## config.mk

```make
export PLATFORM = sky130hd
export DESIGN_NAME = mem_burst_master
export DESIGN_NICKNAME = d
export VERILOG_FILES = /design/src/rtl/mem_burst_master.sv
export SDC_FILE = /design/constraint.sdc
export NUM_CORES = 1
export LEC_CHECK = 0
export CAP_MARGIN = 10
export CORE_AREA = 2 2 81 83
export CTS_CLUSTER_DIAMETER = 50
export DETAILED_ROUTE_END_ITERATION = 8
export DIE_AREA = 0 0 83 85
export DONT_BUFFER_PORTS = 1
export SKIP_LAST_GASP = 1
export SLEW_MARGIN = 25
export SYNTH_ARGS = -nofsm -noshare
export SYNTH_HDL_FRONTEND = slang
export SYNTH_SLANG_ARGS = --single-unit
```

## constraint.sdc

```tcl
create_clock -name clk -period 4.5 [get_ports clk]
set_input_delay 0.9 -clock clk [delete_from_list [all_inputs] [get_ports clk]]
set_output_delay 0.9 -clock clk [all_outputs]
set_load 0.005 [all_outputs]
```

## src/rtl/mem_burst_master.sv

```systemverilog
// mem_burst_master: one-request-at-a-time burst initiator for main memory.
// Optional range check on requests: define MEM_BURST_MASTER_ADDR_CHECK_EN.
module mem_burst_master #(
    parameter int unsigned ADDRESS_SIZE = 32,
    parameter int unsigned DATA_SIZE = 32,
    parameter logic [ADDRESS_SIZE-1:0] START_ADDRESS = 32'h80020000,
    parameter int unsigned MEM_SIZE = 1048578
) (
    input  logic                    clk,
    input  logic                    rst_n,
    input  logic                    req_valid,
    output logic                    req_ready,
    input  logic [ADDRESS_SIZE-1:0] req_addr,
    input  logic [1:0]              req_size,
    input  logic                    req_wr,
    input  logic [DATA_SIZE-1:0]    wdata,
    output logic                    wdata_pop,
    output logic [DATA_SIZE-1:0]    rdata,
    output logic                    rdata_valid,
    output logic                    rdata_last,
    output logic                    done,
    output logic                    err,
    output logic                    mem_enable,
    output logic [ADDRESS_SIZE-1:0] mem_addr,
    output logic [1:0]              mem_acc_size,
    output logic                    mem_wren,
    output logic [DATA_SIZE-1:0]    mem_wdata,
    input  logic [DATA_SIZE-1:0]    mem_rdata,
    input  logic                    mem_busy
);

    typedef enum logic [1:0] {IDLE, BEAT, RTAIL, FIN} state_t;

    state_t                  state;
    logic [3:0]              k;
    logic [3:0]              k_last;
    logic [3:0]              req_last;
    logic                    wr_q;
    logic                    accept;
    logic                    reject;
    logic [ADDRESS_SIZE-1:0] base;
    logic                    unused_in;

    assign base      = {req_addr[ADDRESS_SIZE-1:2], 2'b00};
    assign accept    = req_valid & req_ready;
    assign unused_in = ^{mem_busy, req_addr[1:0]};

    always_comb begin
        unique case (req_size)
            2'd0:    req_last = 4'd0;
            2'd1:    req_last = 4'd3;
            2'd2:    req_last = 4'd7;
            default: req_last = 4'd15;
        endcase
    end

`ifdef MEM_BURST_MASTER_ADDR_CHECK_EN
    localparam logic [ADDRESS_SIZE:0] MEM_LIMIT = (ADDRESS_SIZE+1)'(MEM_SIZE);

    logic [6:0]            nbytes;
    logic [ADDRESS_SIZE:0] span;

    assign nbytes = {5'(req_last) + 5'd1, 2'b00};
    assign span   = {1'b0, base - START_ADDRESS} + (ADDRESS_SIZE+1)'(nbytes);
    assign reject = (base < START_ADDRESS) || (span > MEM_LIMIT);
`else
    logic unused_cfg;

    assign unused_cfg = ^{START_ADDRESS, MEM_SIZE};
    assign reject     = 1'b0;
`endif

    // Read data and write data pass straight through in their beat cycles.
    assign rdata     = rdata_valid ? mem_rdata : '0;
    assign mem_wdata = wdata_pop ? wdata : '0;

    always_ff @(posedge clk or negedge rst_n) begin
        if (!rst_n) begin
            state        <= IDLE;
            k            <= '0;
            k_last       <= '0;
            wr_q         <= 1'b0;
            req_ready    <= 1'b1;
            mem_enable   <= 1'b0;
            mem_addr     <= '0;
            mem_acc_size <= '0;
            mem_wren     <= 1'b0;
            wdata_pop    <= 1'b0;
            rdata_valid  <= 1'b0;
            rdata_last   <= 1'b0;
            done         <= 1'b0;
            err          <= 1'b0;
        end else begin
            mem_enable <= 1'b0;
            done       <= 1'b0;
            err        <= 1'b0;
            unique case (state)
                IDLE: begin
                    if (accept && reject) begin
                        err <= 1'b1;
                    end else if (accept) begin
                        mem_addr     <= base;
                        mem_acc_size <= req_size;
                        mem_wren     <= req_wr;
                        wdata_pop    <= req_wr;
                        mem_enable   <= 1'b1;
                        wr_q         <= req_wr;
                        k            <= '0;
                        k_last       <= req_last;
                        req_ready    <= 1'b0;
                        state        <= BEAT;
                    end
                end
                BEAT: begin
                    rdata_valid <= !wr_q;
                    if (k == k_last) begin
                        wdata_pop <= 1'b0;
                        if (wr_q) begin
                            mem_wren <= 1'b0;
                            done     <= 1'b1;
                            state    <= FIN;
                        end else begin
                            rdata_last <= 1'b1;
                            state      <= RTAIL;
                        end
                    end else begin
                        k <= k + 4'd1;
                    end
                end
                RTAIL: begin
                    rdata_valid <= 1'b0;
                    rdata_last  <= 1'b0;
                    done        <= 1'b1;
                    state       <= FIN;
                end
                FIN: begin
                    req_ready <= 1'b1;
                    state     <= IDLE;
                end
                default: state <= IDLE;
            endcase
        end
    end

endmodule

```

==> flow_metrics.tcl, run 1 <==
set metrics [dict create \
    rsz0062_at_grt "false" \
    nets 403 \
    firstDrtPassIters 4 \
    syn_inst 301 \
    synth_top_area_cell "dfrtp_1" \
    yosys-top-cells-area "dfrtp_1 47%, nand2_1 16%, and2_1 16%" \
    power.leakage_nw 1.37 \
    critPathBufInv 0 \
    synth_top_area_share_pct 47.2 \
    grtUsageTotal_pct 18.1 \
    wl_um 6640 \
    io_buffers 0 \
    pin_count 209 \
    period_minus_slack_ns 2.31 \
    tightestPinTransition_ns 0.688 \
    ctsHoldBuffers 0 \
    grt_pass1_wl_um 10200 \
    tns_ns 0 \
    hold_path.class "in2async" \
    fp.dieW_um 83 \
    drive_gt1_share_pct 4.42 \
    nFillCells 630 \
    synth_warnings 0 \
    end_kind "primary output" \
    clk_path_buf_depth 2 \
    cts_sinks 49 \
    slew_headroom_pct 54.1 \
    cts_buffers 5 \
    cpLargestDelayFamily "flip-flops" \
    grt_max_degree 50 \
    antenna_found_initial 0 \
    fmax_ghz 0.432 \
    vias 1994 \
    cts_setup_buffers 0 \
    die_y_um 85 \
    coreArea_um2 6200 \
    timing.final.crit_share_pct 51.4 \
    whs_ns 0.285 \
    gr-total-overflow 0 \
    finalHoldViolCount 0 \
    area_growth_pct 5.16 \
    grt_pass1_vias 2008 \
    post_synth.cell_area_avg_um2 8.45 \
    final_max_slew_viol_count 0 \
    clock_latency_ns 0.30 \
    ir_worst_vdd_mv 0.303 \
    skew_ns 0.00445 \
    yosysUniqueCellTypes 39 \
    status "complete, no violations" \
    max_cap_viol_count 0 \
    dpl.hpwl_um 5080 \
    final_util_pct 43.1 \
    cp_slowest_cell "dfrtp_1" \
    final-setup-viol-count 0 \
    drtIter0Drc 124 \
    gp_congestion 0.777 \
    drtAntennaViolNets 0 \
    syn-cell-area_um2 2540 \
    htree_levels 2 \
    start_util_pct 41.0 \
    wire_per_inst_um 17.9 \
    drc_errors 0 \
    power_density_nw_per_um2 664 \
    rows 29 \
    startpoint "rdata_valid" \
    power_mw 1.78 \
    die_area_um2 7060 \
    slowest_delay_ns 0.79 \
    critPathArrivalTime_ns 1.41 \
    ys_seq_area_share_pct 48.3 \
    antenna_cells 0 \
    cts_resized 0 \
    r2r_start "state[0]" \
    vias_per_cell 5.37 \
    critPathKind "reg2out" \
    tritoncts "built" \
    cts-root-buf "clkbuf_8" \
    cts.clk_slew.worst_paths_ns 0.09 \
    seq_area_um2 1230 \
    worstPathCellList "and2_1" \
    worst-path-max-fanout 34 \
    synth-seq-cells 49 \
    cp-start-kind "register" \
    critPathRequiredTime_ns 3.60 \
    multiInputGateArea_um2 1200 \
]
==> stage by stage <==
step                      cells  worst slack, ns  area, um^2
after floorplan             303             2.56        2550
final                       371             2.19        2680
after global routing        371             2.07        2680
after detailed placement    364             2.45        2570
after CTS                   371             2.15        2680
after global placement      364             2.49        2570
==> routing by layer <==
metal	track usage (%)	wire length (um)	vias up
met5	0	0	-
met4	3.73	106	0
met3	6.13	605	7
met2	30.4	3180	118
met1	22.8	2740	941
li1	-	-	928
==> state kept, by name (all words and copies together), names as in the netlist, 2 cells and up <==
register / cells
k: 4
k_last: 3
mem_acc_size: 2
mem_addr: 30
state: 2
==> synthesized netlist by cell type <==
library cell,number
dfstp_2,1
clkinv_1,1
o2bb2ai_1,1
ha_1,6
nand3_1,5
a21bo_2,1
and3_1,1
clkbuf_1,10
a21oi_1,6
o221ai_1,1
inv_2,2
and3_4,1
nand4b_1,1
and2_1,64
conb_1,1
nand2_1,108
a31oi_1,2
buf_4,3
a221o_1,1
buf_6,1
mux2i_1,1
a211oi_1,2
o211ai_1,2
a22oi_1,1
nor2_1,3
inv_1,7
a211o_1,2
buf_1,2
xnor2_1,2
and4_1,1
a31o_1,1
o21ai_0,5
o211a_1,1
o31ai_1,2
o21ai_1,1
or4_1,1
dfrtp_1,48
buf_2,1
nor3_1,1
==> layout make-up <==
type	count	area share [%]
clock buffers	5	2.57
clock inverters	2	1.31
inverters	10	1.40
multi-input cells	227	44.9
flip-flops and latches	49	45.9
well taps	77	3.60
repair buffers	1	0.281
==> power breakdown <==
| group | switching [mW] | internal [mW] | leakage (nW) |
|---|---|---|---|
| combinational | 0.381 | 0.248 | 0.702 |
| sequential | 0.205 | 0.636 | 0.618 |
| clock | 0.145 | 0.162 | 0.0540 |
| total | 0.731 | 1.05 | 1.37 |
==> cell usage in the layout (no fill, tap or decap), types with 3 or more instances in the layout <==
cell,instances
nand3_1,5
a21oi_1,6
conb_1,3
o21ai_0,5
ha_1,6
nand2_1,108
clkbuf_8,5
dfrtp_1,48
inv_1,7
nor2_1,3
and2_1,64
==> cells by family (layout without fill, tap and decap cells) <==
| kind of cell | count (synthesis) | count (layout) | share of synthesized area, % |
|---|---|---|---|
| buffers and inverters | 27 | 18 | 4.77 |
| other | 1 | 3 | 0.147 |
| xor gates and xnor gates | 2 | 2 | 0.689 |
| DFF | 49 | 49 | 48.3 |
| adders and majority gates | 6 | 6 | 2.95 |
| muxes | 1 | 1 | 0.394 |
| and+or+nand+nor | 186 | 186 | 35.0 |
| AOI/OAI and AO/OA | 29 | 29 | 7.82 |
==> path summary, 6_finish.rpt <==
| path | to | slack (ns) | depth (start not counted) |
|---|---|---|---|
| max in group asynchronous | req_ready | 4.05 | 0 |
| min in group clk | k_last[3] | 0.51 | 2 |
| hold / removal | mem_addr[15] | 0.28 | 0 |
| hold reg to reg | k_last[3] | 0.51 | 2 |
| setup reg to reg | mem_wren | 2.51 | 7 |
| setup / recovery | rdata[26] | 2.19 | 1 |
No activity file was read; power rests on OpenSTA's default activity.
==> inputs of run 2 (changes only) <==
==> constraint.sdc (replaced) <==
create_clock -name clk -period 2 [get_ports clk]
set_input_delay 0.4 -clock clk [delete_from_list [all_inputs] [get_ports clk]]
set_output_delay 0.4 -clock clk [all_outputs]
set_load 0.005 [all_outputs]
==> flow_metrics.tcl, run 2 (same netlist as run 1, synthesis figures left out) <==
set metrics [dict create \
    status "complete, no violations" \
    final_cells 377 \
    ir_worst_vdd_mv 0.639 \
    htree_levels 2 \
    io_buffers 0 \
    grt_pass1_wl_um 10200 \
    grtUsageTotal_pct 18.0 \
    grt_pass1_vias 1943 \
    final_common_cell "nand2_1" \
    vias_per_cell 5.20 \
    final_util_pct 44.0 \
    skew_ns 0.00653 \
    slew_headroom_pct 55.1 \
    reg2reg_depth 5 \
    gp_congestion 0.796 \
    cts_resized 0 \
    nets 408 \
    reg2reg_slack_ns 0.25 \
    drtAntennaViolNets 0 \
    firstDrtPassIters 4 \
    tritoncts "built" \
    wl_um 6580 \
    largest_reg_flops 30 \
    tightestPinTransition_ns 0.673 \
    reg.largest.list "mem_addr x30, k x4, k_last x3" \
    drc_errors 0 \
    drive_gt1_share_pct 6.00 \
    ctsHoldBuffers 2 \
    critPathRequiredTime_ns 1.60 \
    final_max_slew_viol_count 0 \
    critPathArrivalTime_ns 1.40 \
    vias 1960 \
    min_path_cells 1 \
    fp.dieW_um 83 \
    worstReg2RegEnd "k[3]" \
    rows 29 \
    critPathKind "reg2out" \
    die_area_um2 7060 \
    area_growth_pct 7.23 \
    cts-root-buf "clkbuf_8" \
    cp_slowest_cell "dfrtp_1" \
    wire_per_inst_um 17.5 \
    r2r_start "state[1]" \
    grt_max_degree 50 \
    cts_sinks 49 \
    slowest_delay_ns 0.78 \
    period_minus_slack_ns 1.80 \
    regMostFlops "mem_addr" \
    critPathBufInv 0 \
    place_inst 367 \
    tns_ns 0 \
    cts_buffers 5 \
    whs_ns 0.155 \
    antenna_cells 0 \
    coreArea_um2 6200 \
    antenna_found_initial 0 \
    rsz0062_at_grt "false" \
    timing.final.ws_setup_ns 0.202 \
    min_from "req_valid" \
    timing.final.crit_share_pct 89.9 \
    pin_count 209 \
    power.leakage_nw 1.40 \
    cts.clk_slew.worst_paths_ns 0.09 \
    power_density_nw_per_um2 1450 \
    worst-path-max-fanout 34 \
    cts_setup_buffers 0 \
    gr-total-overflow 0 \
    nFillCells 604 \
    min_to "req_ready" \
    hold_path.class "in2reg" \
    worstPathCellList "and2_1" \
    max_cap_viol_count 0 \
    end_kind "primary output" \
    final-setup-viol-count 0 \
    drtIter0Drc 157 \
    fmax_ghz 0.556 \
    cp-start-kind "register" \
    dp_slack_ns 0.274 \
    clk_path_buf_depth 2 \
    finalHoldViolCount 0 \
    cpLargestDelayFamily "flip-flops" \
    clock_latency_ns 0.30 \
    dpl.hpwl_um 5090 \
    final_cell_mix "108 x nand2_1, 64 x and2_1, 48 x dfrtp_1" \
    start_util_pct 41.0 \
    die_y_um 85 \
]
-- run 2: cell count changes in the layout (fill, tap and decap cells not counted) --
cell           delta
buf_16            +1
dlygate4sd3_1     +1
buf_4             +3
clkbuf_8          +1
bufinv_16         -1
clkinv_4          +1
-- run 2: per-stage QoR --
stage          cell area (um^2)  total power, mW
2_1_floorplan              2550             2.99
3_3_place_gp               2590             3.33
3_5_place_dp               2590             3.37
4_1_cts                    2730             4.02
5_1_grt                    2730             4.33
6_report                   2730             3.96
-- run 2: area by class of cell --
class / instances / area [um^2] / area share [%]
flip-flops and latches: 49 / 1230 / 45.0
multi-input cells: 227 / 1200 / 44.1
well taps: 77 / 96.3 / 3.53
clock buffers: 6 / 82.6 / 3.03
repair buffers: 6 / 67.6 / 2.48
inverters: 10 / 37.5 / 1.38
clock inverters: 2 / 13.8 / 0.505
-- run 2: where the power goes --
| part | leakage, nW | internal [mW] | switching, mW | total, mW |
|---|---|---|---|---|
| combinational | 0.735 | 0.592 | 0.883 | 1.48 |
| sequential | 0.618 | 1.43 | 0.455 | 1.89 |
| clock | 0.0512 | 0.280 | 0.315 | 0.596 |
-- run 2: worst max-delay path by stage --
stage	start	end	slack, ns	cells past startpoint
2_1_floorplan	state[0]	mem_addr[10]	0.39	7
3_3_place_gp	state[0]	k_last[1]	0.30	7
3_5_place_dp	state[0]	k_last[1]	0.27	7
4_1_cts	rdata_valid	rdata[26]	0.18	1
5_1_grt	rdata_valid	rdata[26]	0.07	1
6_report	rdata_valid	rdata[26]	0.20	1
-- run 2: per-layer routing --
| layer | track usage, % | share of wire, % |
|---|---|---|
| met5 | 0 | 0 |
| met4 | 3.58 | 0.93 |
| met3 | 6.71 | 9.6 |
| met2 | 29.3 | 49 |
| met1 | 23.3 | 41 |
-- run 2: worst register-to-register path: stages, from the launching register on --
cell and delay [ns]:
dfrtp_1 0.42, inv_1 0.12, ha_1 0.27, a21bo_2 0.27, o21ai_0 0.22, a211o_1 0.35
